--- config.mk ---
export PLATFORM = sky130hd
export DESIGN_NAME = gemm_operand_loader
export DESIGN_NICKNAME = d
export VERILOG_FILES = /design/src/rtl/gemm_pkg.sv /design/src/rtl/gemm_matrix_buf.sv /design/src/rtl/gemm_operand_loader.sv
export SDC_FILE = /design/constraint.sdc
export NUM_CORES = 2
export LEC_CHECK = 0
export CORE_AREA = 5 5 638 640
export DETAILED_ROUTE_END_ITERATION = 7
export DIE_AREA = 0 0 643 645
export HOLD_SLACK_MARGIN = 0.06
export PLACE_DENSITY = 0.34
export SYNTH_ARGS = -nofsm -noshare
export SYNTH_HDL_FRONTEND = slang
export SYNTH_SLANG_ARGS = --single-unit
--- constraint.sdc ---
create_clock -name iclk -period 4.95 [get_ports iclk]
set_input_delay 0.99 -clock iclk [delete_from_list [all_inputs] [get_ports iclk]]
set_output_delay 0.99 -clock iclk [all_outputs]
set_load 0.05 [all_outputs]
--- src/rtl/gemm_pkg.sv ---
// gemm_pkg: shared defaults, loader FSM state type and the row-major flat-index helper
// used by the GEMM operand loader and its matrix buffers.
package gemm_pkg;
    localparam int DEF_DATA_WIDTH    = 32;
    localparam int DEF_MATRIX_HEIGHT = 4;
    localparam int DEF_MATRIX_WIDTH  = 4;
    localparam int FRAME_WORDS       = 2 + 3*DEF_MATRIX_HEIGHT*DEF_MATRIX_WIDTH;

    typedef enum logic [2:0] {ST_ALPHA, ST_BETA, ST_A, ST_B, ST_C, ST_HOLD, ST_DRAIN} state_t;

    function automatic int flat_idx(input int i, input int j, input int w = DEF_MATRIX_WIDTH);
        return i*w + j;
    endfunction
endpackage

--- src/rtl/gemm_matrix_buf.sv ---
// gemm_matrix_buf: H*W element register bank written one element at a time,
// read out as a single flat row-major vector.
module gemm_matrix_buf #(
    parameter int DW = 32,
    parameter int H  = 4,
    parameter int W  = 4,
    parameter int IW = 4
) (
    input  logic              iclk,
    input  logic              irst,
    input  logic              we_i,
    input  logic [IW-1:0]     widx_i,
    input  logic [DW-1:0]     wdata_i,
    output logic [DW*H*W-1:0] flat_o
);
    logic [DW*H*W-1:0] flat_q;

    always_ff @(posedge iclk) begin
        if (irst)
            flat_q <= '0;
        else if (we_i)
            flat_q[widx_i*DW +: DW] <= wdata_i;
    end

    assign flat_o = flat_q;
endmodule

--- src/rtl/gemm_operand_loader.sv ---
// gemm_operand_loader: assembles alpha, beta, A, B, C from a word stream and holds the
// complete operand set for the GEMM core until it is acknowledged.
module gemm_operand_loader
    import gemm_pkg::*;
#(
    parameter int DATA_WIDTH    = DEF_DATA_WIDTH,
    parameter int MATRIX_HEIGHT = DEF_MATRIX_HEIGHT,
    parameter int MATRIX_WIDTH  = DEF_MATRIX_WIDTH
) (
    input  logic                                          iclk,
    input  logic                                          irst,
    input  logic                                          s_valid,
    output logic                                          s_ready,
    input  logic [DATA_WIDTH-1:0]                         s_data,
    input  logic                                          s_last,
    output logic [DATA_WIDTH-1:0]                         alpha,
    output logic [DATA_WIDTH-1:0]                         beta,
    output logic [DATA_WIDTH*MATRIX_HEIGHT*MATRIX_WIDTH-1:0] a_flat,
    output logic [DATA_WIDTH*MATRIX_HEIGHT*MATRIX_WIDTH-1:0] b_flat,
    output logic [DATA_WIDTH*MATRIX_HEIGHT*MATRIX_WIDTH-1:0] c_flat,
    output logic                                          load_valid,
    input  logic                                          load_ack,
    output logic                                          frame_err
);
    localparam int HW = MATRIX_HEIGHT*MATRIX_WIDTH;
    localparam int IW = HW > 1 ? $clog2(HW) : 1;

    state_t                state_q, state_d;
    logic [IW-1:0]         idx_q, idx_d;
    logic [DATA_WIDTH-1:0] alpha_q, alpha_d, beta_q, beta_d;
    logic                  err_q, err_d;
    logic                  xfer, idx_end, frame_end, in_mat, early;
    logic                  we_a, we_b, we_c;

    assign s_ready    = !irst && state_q != ST_HOLD;
    assign xfer       = s_valid && s_ready;
    assign idx_end    = idx_q == IW'(HW-1);
    assign frame_end  = state_q == ST_C && idx_end;
    assign in_mat     = state_q == ST_A || state_q == ST_B || state_q == ST_C;
    // an s_last anywhere but the final word aborts the frame without writing that word
    assign early      = xfer && state_q != ST_DRAIN && s_last && !frame_end;
    assign we_a       = xfer && !early && state_q == ST_A;
    assign we_b       = xfer && !early && state_q == ST_B;
    assign we_c       = xfer && !early && state_q == ST_C;

    always_comb begin
        state_d = state_q;
        idx_d   = idx_q;
        err_d   = 1'b0;
        alpha_d = xfer && !early && state_q == ST_ALPHA ? s_data : alpha_q;
        beta_d  = xfer && !early && state_q == ST_BETA ? s_data : beta_q;
        if (state_q == ST_HOLD) begin
            state_d = load_ack ? ST_ALPHA : ST_HOLD;
        end else if (early) begin
            state_d = ST_ALPHA;
            idx_d   = '0;
            err_d   = 1'b1;
        end else if (xfer) begin
            unique case (state_q)
                ST_ALPHA: state_d = ST_BETA;
                ST_BETA:  state_d = ST_A;
                ST_A:     state_d = idx_end ? ST_B : ST_A;
                ST_B:     state_d = idx_end ? ST_C : ST_B;
                ST_C:     state_d = !idx_end ? ST_C : s_last ? ST_HOLD : ST_DRAIN;
                ST_DRAIN: state_d = s_last ? ST_ALPHA : ST_DRAIN;
                default:  state_d = ST_ALPHA;
            endcase
            idx_d = in_mat ? (idx_end ? '0 : idx_q + 1'b1) : idx_q;
            err_d = frame_end && !s_last;
        end
    end

    always_ff @(posedge iclk) begin
        if (irst) begin
            state_q <= ST_ALPHA;
            idx_q   <= '0;
            alpha_q <= '0;
            beta_q  <= '0;
            err_q   <= 1'b0;
        end else begin
            state_q <= state_d;
            idx_q   <= idx_d;
            alpha_q <= alpha_d;
            beta_q  <= beta_d;
            err_q   <= err_d;
        end
    end

    gemm_matrix_buf #(.DW(DATA_WIDTH), .H(MATRIX_HEIGHT), .W(MATRIX_WIDTH), .IW(IW)) u_buf_a (
        .iclk(iclk), .irst(irst), .we_i(we_a), .widx_i(idx_q), .wdata_i(s_data), .flat_o(a_flat)
    );
    gemm_matrix_buf #(.DW(DATA_WIDTH), .H(MATRIX_HEIGHT), .W(MATRIX_WIDTH), .IW(IW)) u_buf_b (
        .iclk(iclk), .irst(irst), .we_i(we_b), .widx_i(idx_q), .wdata_i(s_data), .flat_o(b_flat)
    );
    gemm_matrix_buf #(.DW(DATA_WIDTH), .H(MATRIX_HEIGHT), .W(MATRIX_WIDTH), .IW(IW)) u_buf_c (
        .iclk(iclk), .irst(irst), .we_i(we_c), .widx_i(idx_q), .wdata_i(s_data), .flat_o(c_flat)
    );

    assign alpha      = alpha_q;
    assign beta       = beta_q;
    assign load_valid = !irst && state_q == ST_HOLD;
    assign frame_err  = !irst && err_q;
endmodule

==> flow_results.org <==
** Placed design
- At the end of routability-driven placement, the weighted congestion stood at roughly 0.80.
- Once placement finished, the instance area stood at 84800 um^2.
- During placement, the flow inserted port buffers numbering about 1600.
- The wire-length estimate of the detail-placed layout is between 200000 and 300000 um.
- Counting tap cells, the placed design contains a total of between 10000 and 15000 instances.

** Routing
- Dividing the detail-routed wire length by the instance count gives roughly 31 um.
- Detail Route Antenna Nets :: 0
- Total Routed Length :: 405000 um
- After detailed routing, the number of remaining DRC violations is 0.
- Vias :: just over 50000
- Detailed-router iteration count before antenna repair :: 7
- In the routed layout, each cell is associated on average with a via count of 3.91.
- For this block, the initial DRC count from the detailed router was between 3000 and 4000.

** Clock tree
- The H-tree generated during clock tree synthesis spans 4 levels.
- Clk root buf :: clkbuf_16
- Post-CTS setup buffer count :: 0
- Number of sinks driven by the clock tree :: 1608
- The longest clock path from root to sink contains 4 buffers.
- Clock tree from TritonCTS :: done
- Gates resized during post-CTS repair numbered 0.
- Clock latency on the worst-skew pair, taken at its later pin, is approximately 0.89 ns.
- Clock tree synthesis inserted a total of 208 buffers.
- Clock slew at the register clock pins of the worst setup and hold paths :: 0.06 ns
- Number of buffers added to fix hold violations after cts :: 0

** STA
- Number of max-slew violations in the final report :: 0
- Count of endpoints failing hold in the final timing report :: 0
- Setup violations remaining at the end of the flow were counted as 0.
- Setup repair after global routing missed its margin :: false
- Measured against its own limit, the worst slew margin works out to between 15 and 20%.
- Max Fclk :: 0.257 GHz
- The worst path in the final design needs a cycle of around 3.9 ns, including I/O delays and setup.
- Least-Margin Pin Slew :: 1.26 ns
- WHS :: 0.454 ns
- After layout, the worst path uses 78.5% of the clock period.
- Setup Total Neg Slack :: 0 ns
- Setup Skew :: 0.0374 ns

** Final layout
- The filler cells instantiated in the layout total 43139.
- FF/Latch Area :: about 32000 um^2
- Non-Filler Cell Area, Final :: just over 90000 um^2
- Cell Count, Final, Fillers Out :: 13051
- Final Net Count :: 7624
- Area of the multi-input gates :: roughly 28000 um^2
- Fraction of layout instances using a drive strength above 1 :: about 7.5%
- Area growth syn-to-layout :: 47.9%

** Logic synthesis
- Largest cells by area after synthesis :: dfxtp_1, mux2i_1, nand2b_1
- Counting every net in the synthesized netlist gives between 6000 and 7000.
- Synthesis inferred approximately 1600 register bits.
- Fraction of post-synthesis cell area in the top cell type by area :: about half
- Avg Cell Area, Syn :: slightly above 10 um^2
- Post-Synthesis Cell Area :: ~62000 um^2
- Async set-or-reset flop fraction in the synthesized netlist :: 0%
- Summing the sequential cell areas from Yosys gives 51.9% of the chip area.
- Gate count of the mapped netlist :: ~6100
- By count the netlist is led by dfxtp_1, nand2b_1, mux2i_1.
- Number of synthesized flops with an enable pin :: 0
- Among all flip-flop cells after synthesis, the most frequent one is dfxtp_1.
- Most frequent cell after synthesis :: dfxtp_1
- Biggest area consumer among synthesized cells :: dfxtp_1
- Synthesis instantiated 57 different standard cells from the library.
- Number of warnings printed during yosys synthesis :: 0

** Setup path
- Critical path data arrival time :: between 4 and 5 ns
- Req. time, crit path :: 5.73 ns
- CP max FO :: 42
- The critical path is of the reg -> reg type.
- STA classifies the critical path endpoint as a flop.
- The worst setup path is launched from a flop.

** Die
- I/O pin count :: 1640
- Die Area :: a little over 400000 um^2
- Cell Rows :: about 230
- Die span in x :: 643 um
- Initial Utilization :: between 10% and 20%
- Vertical die dimension :: around 650 um
- Core area :: 401000 um^2

** GRT
- Summed over all layers, the global routing overflow is 0.
- The first global-routing pass estimated between 500000 and 600000 um of wire.
- Antenna violations before repair :: 43
- Global routing consumed, on the met2 layer, between 30% and 40% of the routing resources.
- Pin count of the biggest net entering global routing :: 213
- In the global route stage, overall resource usage came out at 18.6%.
- Met3 usage :: 5.39%
- Via count of the first global-routing pass :: between 50000 and 60000
- Gr busiest metal :: met2
- Global routing consumed, on the met1 layer, approximately 22% of the routing resources.

** Flow run
- The tool flagged a number of max-cap violations equal to 0.

** Power and ir drop
- In this run the static leakage power is 36.8 nW.
- Power density over the cells :: 325 nW/um^2
- Peak ir drop on the vdd network :: approximately 0.24 mV

** Worst hold path
- Class of the tightest hold or removal check :: reg -> reg

** Outcome
- Result of the run :: completed
-- per-stage QoR --
stage / worst slack (ns) / power (W) / util [%]
floorplan: 1.33 / 0.0138 / -
global placement: 0.611 / 0.0144 / 21.2
detailed placement: 0.559 / 0.0144 / 21.2
CTS: 1.09 / 0.0304 / 22.9
global route: 0.882 / 0.0309 / 22.9
finish: 1.06 / 0.0298 / 22.9
-- critical path, cell delays in order (launching register included) --
cell	delay, ns
dfxtp_2	0.33
buf_4	0.46
ha_1	0.34
nand3_1	0.31
a311oi_4	0.45
buf_4	0.50
buf_4	0.48
and3_2	0.33
buf_12	0.25
mux2i_1	0.22
-- area by class of cell --
class	instances	area share, %
multi-input cells	3971	30.8
inverters	9	0.0368
repair buffers	1784	19.3
clock buffers	319	6.83
clock inverters	57	0.725
flip-flops and latches	1608	35.1
well taps	5287	7.21
diodes	16	0.0436
-- worst paths after layout --
| kind | start | to | slack (ns) | cells after the start |
|---|---|---|---|---|
| max | idx_q[0]$_SDFFE_PP0P_ | u_buf_c.flat_o[48]$_SDFFE_PP0P_ | 1.06 | 9 |
| max reg2reg | idx_q[0]$_SDFFE_PP0P_ | u_buf_c.flat_o[48]$_SDFFE_PP0P_ | 1.06 | 9 |
| min reg2reg | u_buf_b.flat_o[172]$_SDFFE_PP0P_ | u_buf_b.flat_o[172]$_SDFFE_PP0P_ | 0.45 | 2 |
| min | u_buf_b.flat_o[172]$_SDFFE_PP0P_ | u_buf_b.flat_o[172]$_SDFFE_PP0P_ | 0.45 | 2 |
-- cell usage in the layout, fill, tap and decap left out, drive strengths merged, types with 3 or more instances in the layout --
cell type and instances:
a211oi 4, buf 182, and3 40, a2111oi 4, ha 5, clkinv 34, dfxtp 1608, clkinvlp 6
diode 16, or2 4, mux2i 1281, o21ai 199, nand2b 1357, nor4 5, nor2b 5, nand2 510
inv 17, bufinv 9, o2111ai 8, clkbuf 319, nor2 13, a31oi 5, nand3b 3, nand4b 5
and2 3, nor3 4, clkdlybuf4s50 1602, nand3 223, a21oi 266
-- power by group --
| part | switching, W | internal (W) | total [W] |
|---|---|---|---|
| Sequential | 0.0000142 | 0.0130 | 0.0130 |
| Clock | 0.00657 | 0.00917 | 0.0157 |
| Combinational | 0.000808 | 0.000289 | 0.00110 |
| Total | 0.00739 | 0.0224 | 0.0298 |
-- logic make-up after synthesis --
| logic type | share of synthesized area [%] |
|---|---|
| simple gates | 19.6 |
| xor+xnor | 0.0423 |
| buf+inv | 3.42 |
| fa+ha+maj | 0.101 |
| compound gates | 4.35 |
| flops | 51.9 |
| mux | 20.7 |
-- metal layers --
| layer | wire [um] | share of wire [%] | up-vias |
|---|---|---|---|
| met5 | 41 | 0.010 | - |
| met4 | 10300 | 2.6 | 6 |
| met3 | 27700 | 6.9 | 341 |
| met2 | 198000 | 49 | 1641 |
| met1 | 168000 | 42 | 25738 |
| li1 | - | - | 23362 |
-- state kept, by name (all words and copies together), names as in the netlist --
signal,flops
u_buf_a.flat_o,512
u_buf_b.flat_o,512
u_buf_c.flat_o,512
alpha,32
beta,32
idx_q,4
state_q,3
err_q,1
Note: power is estimated with default switching activity, not from simulation.
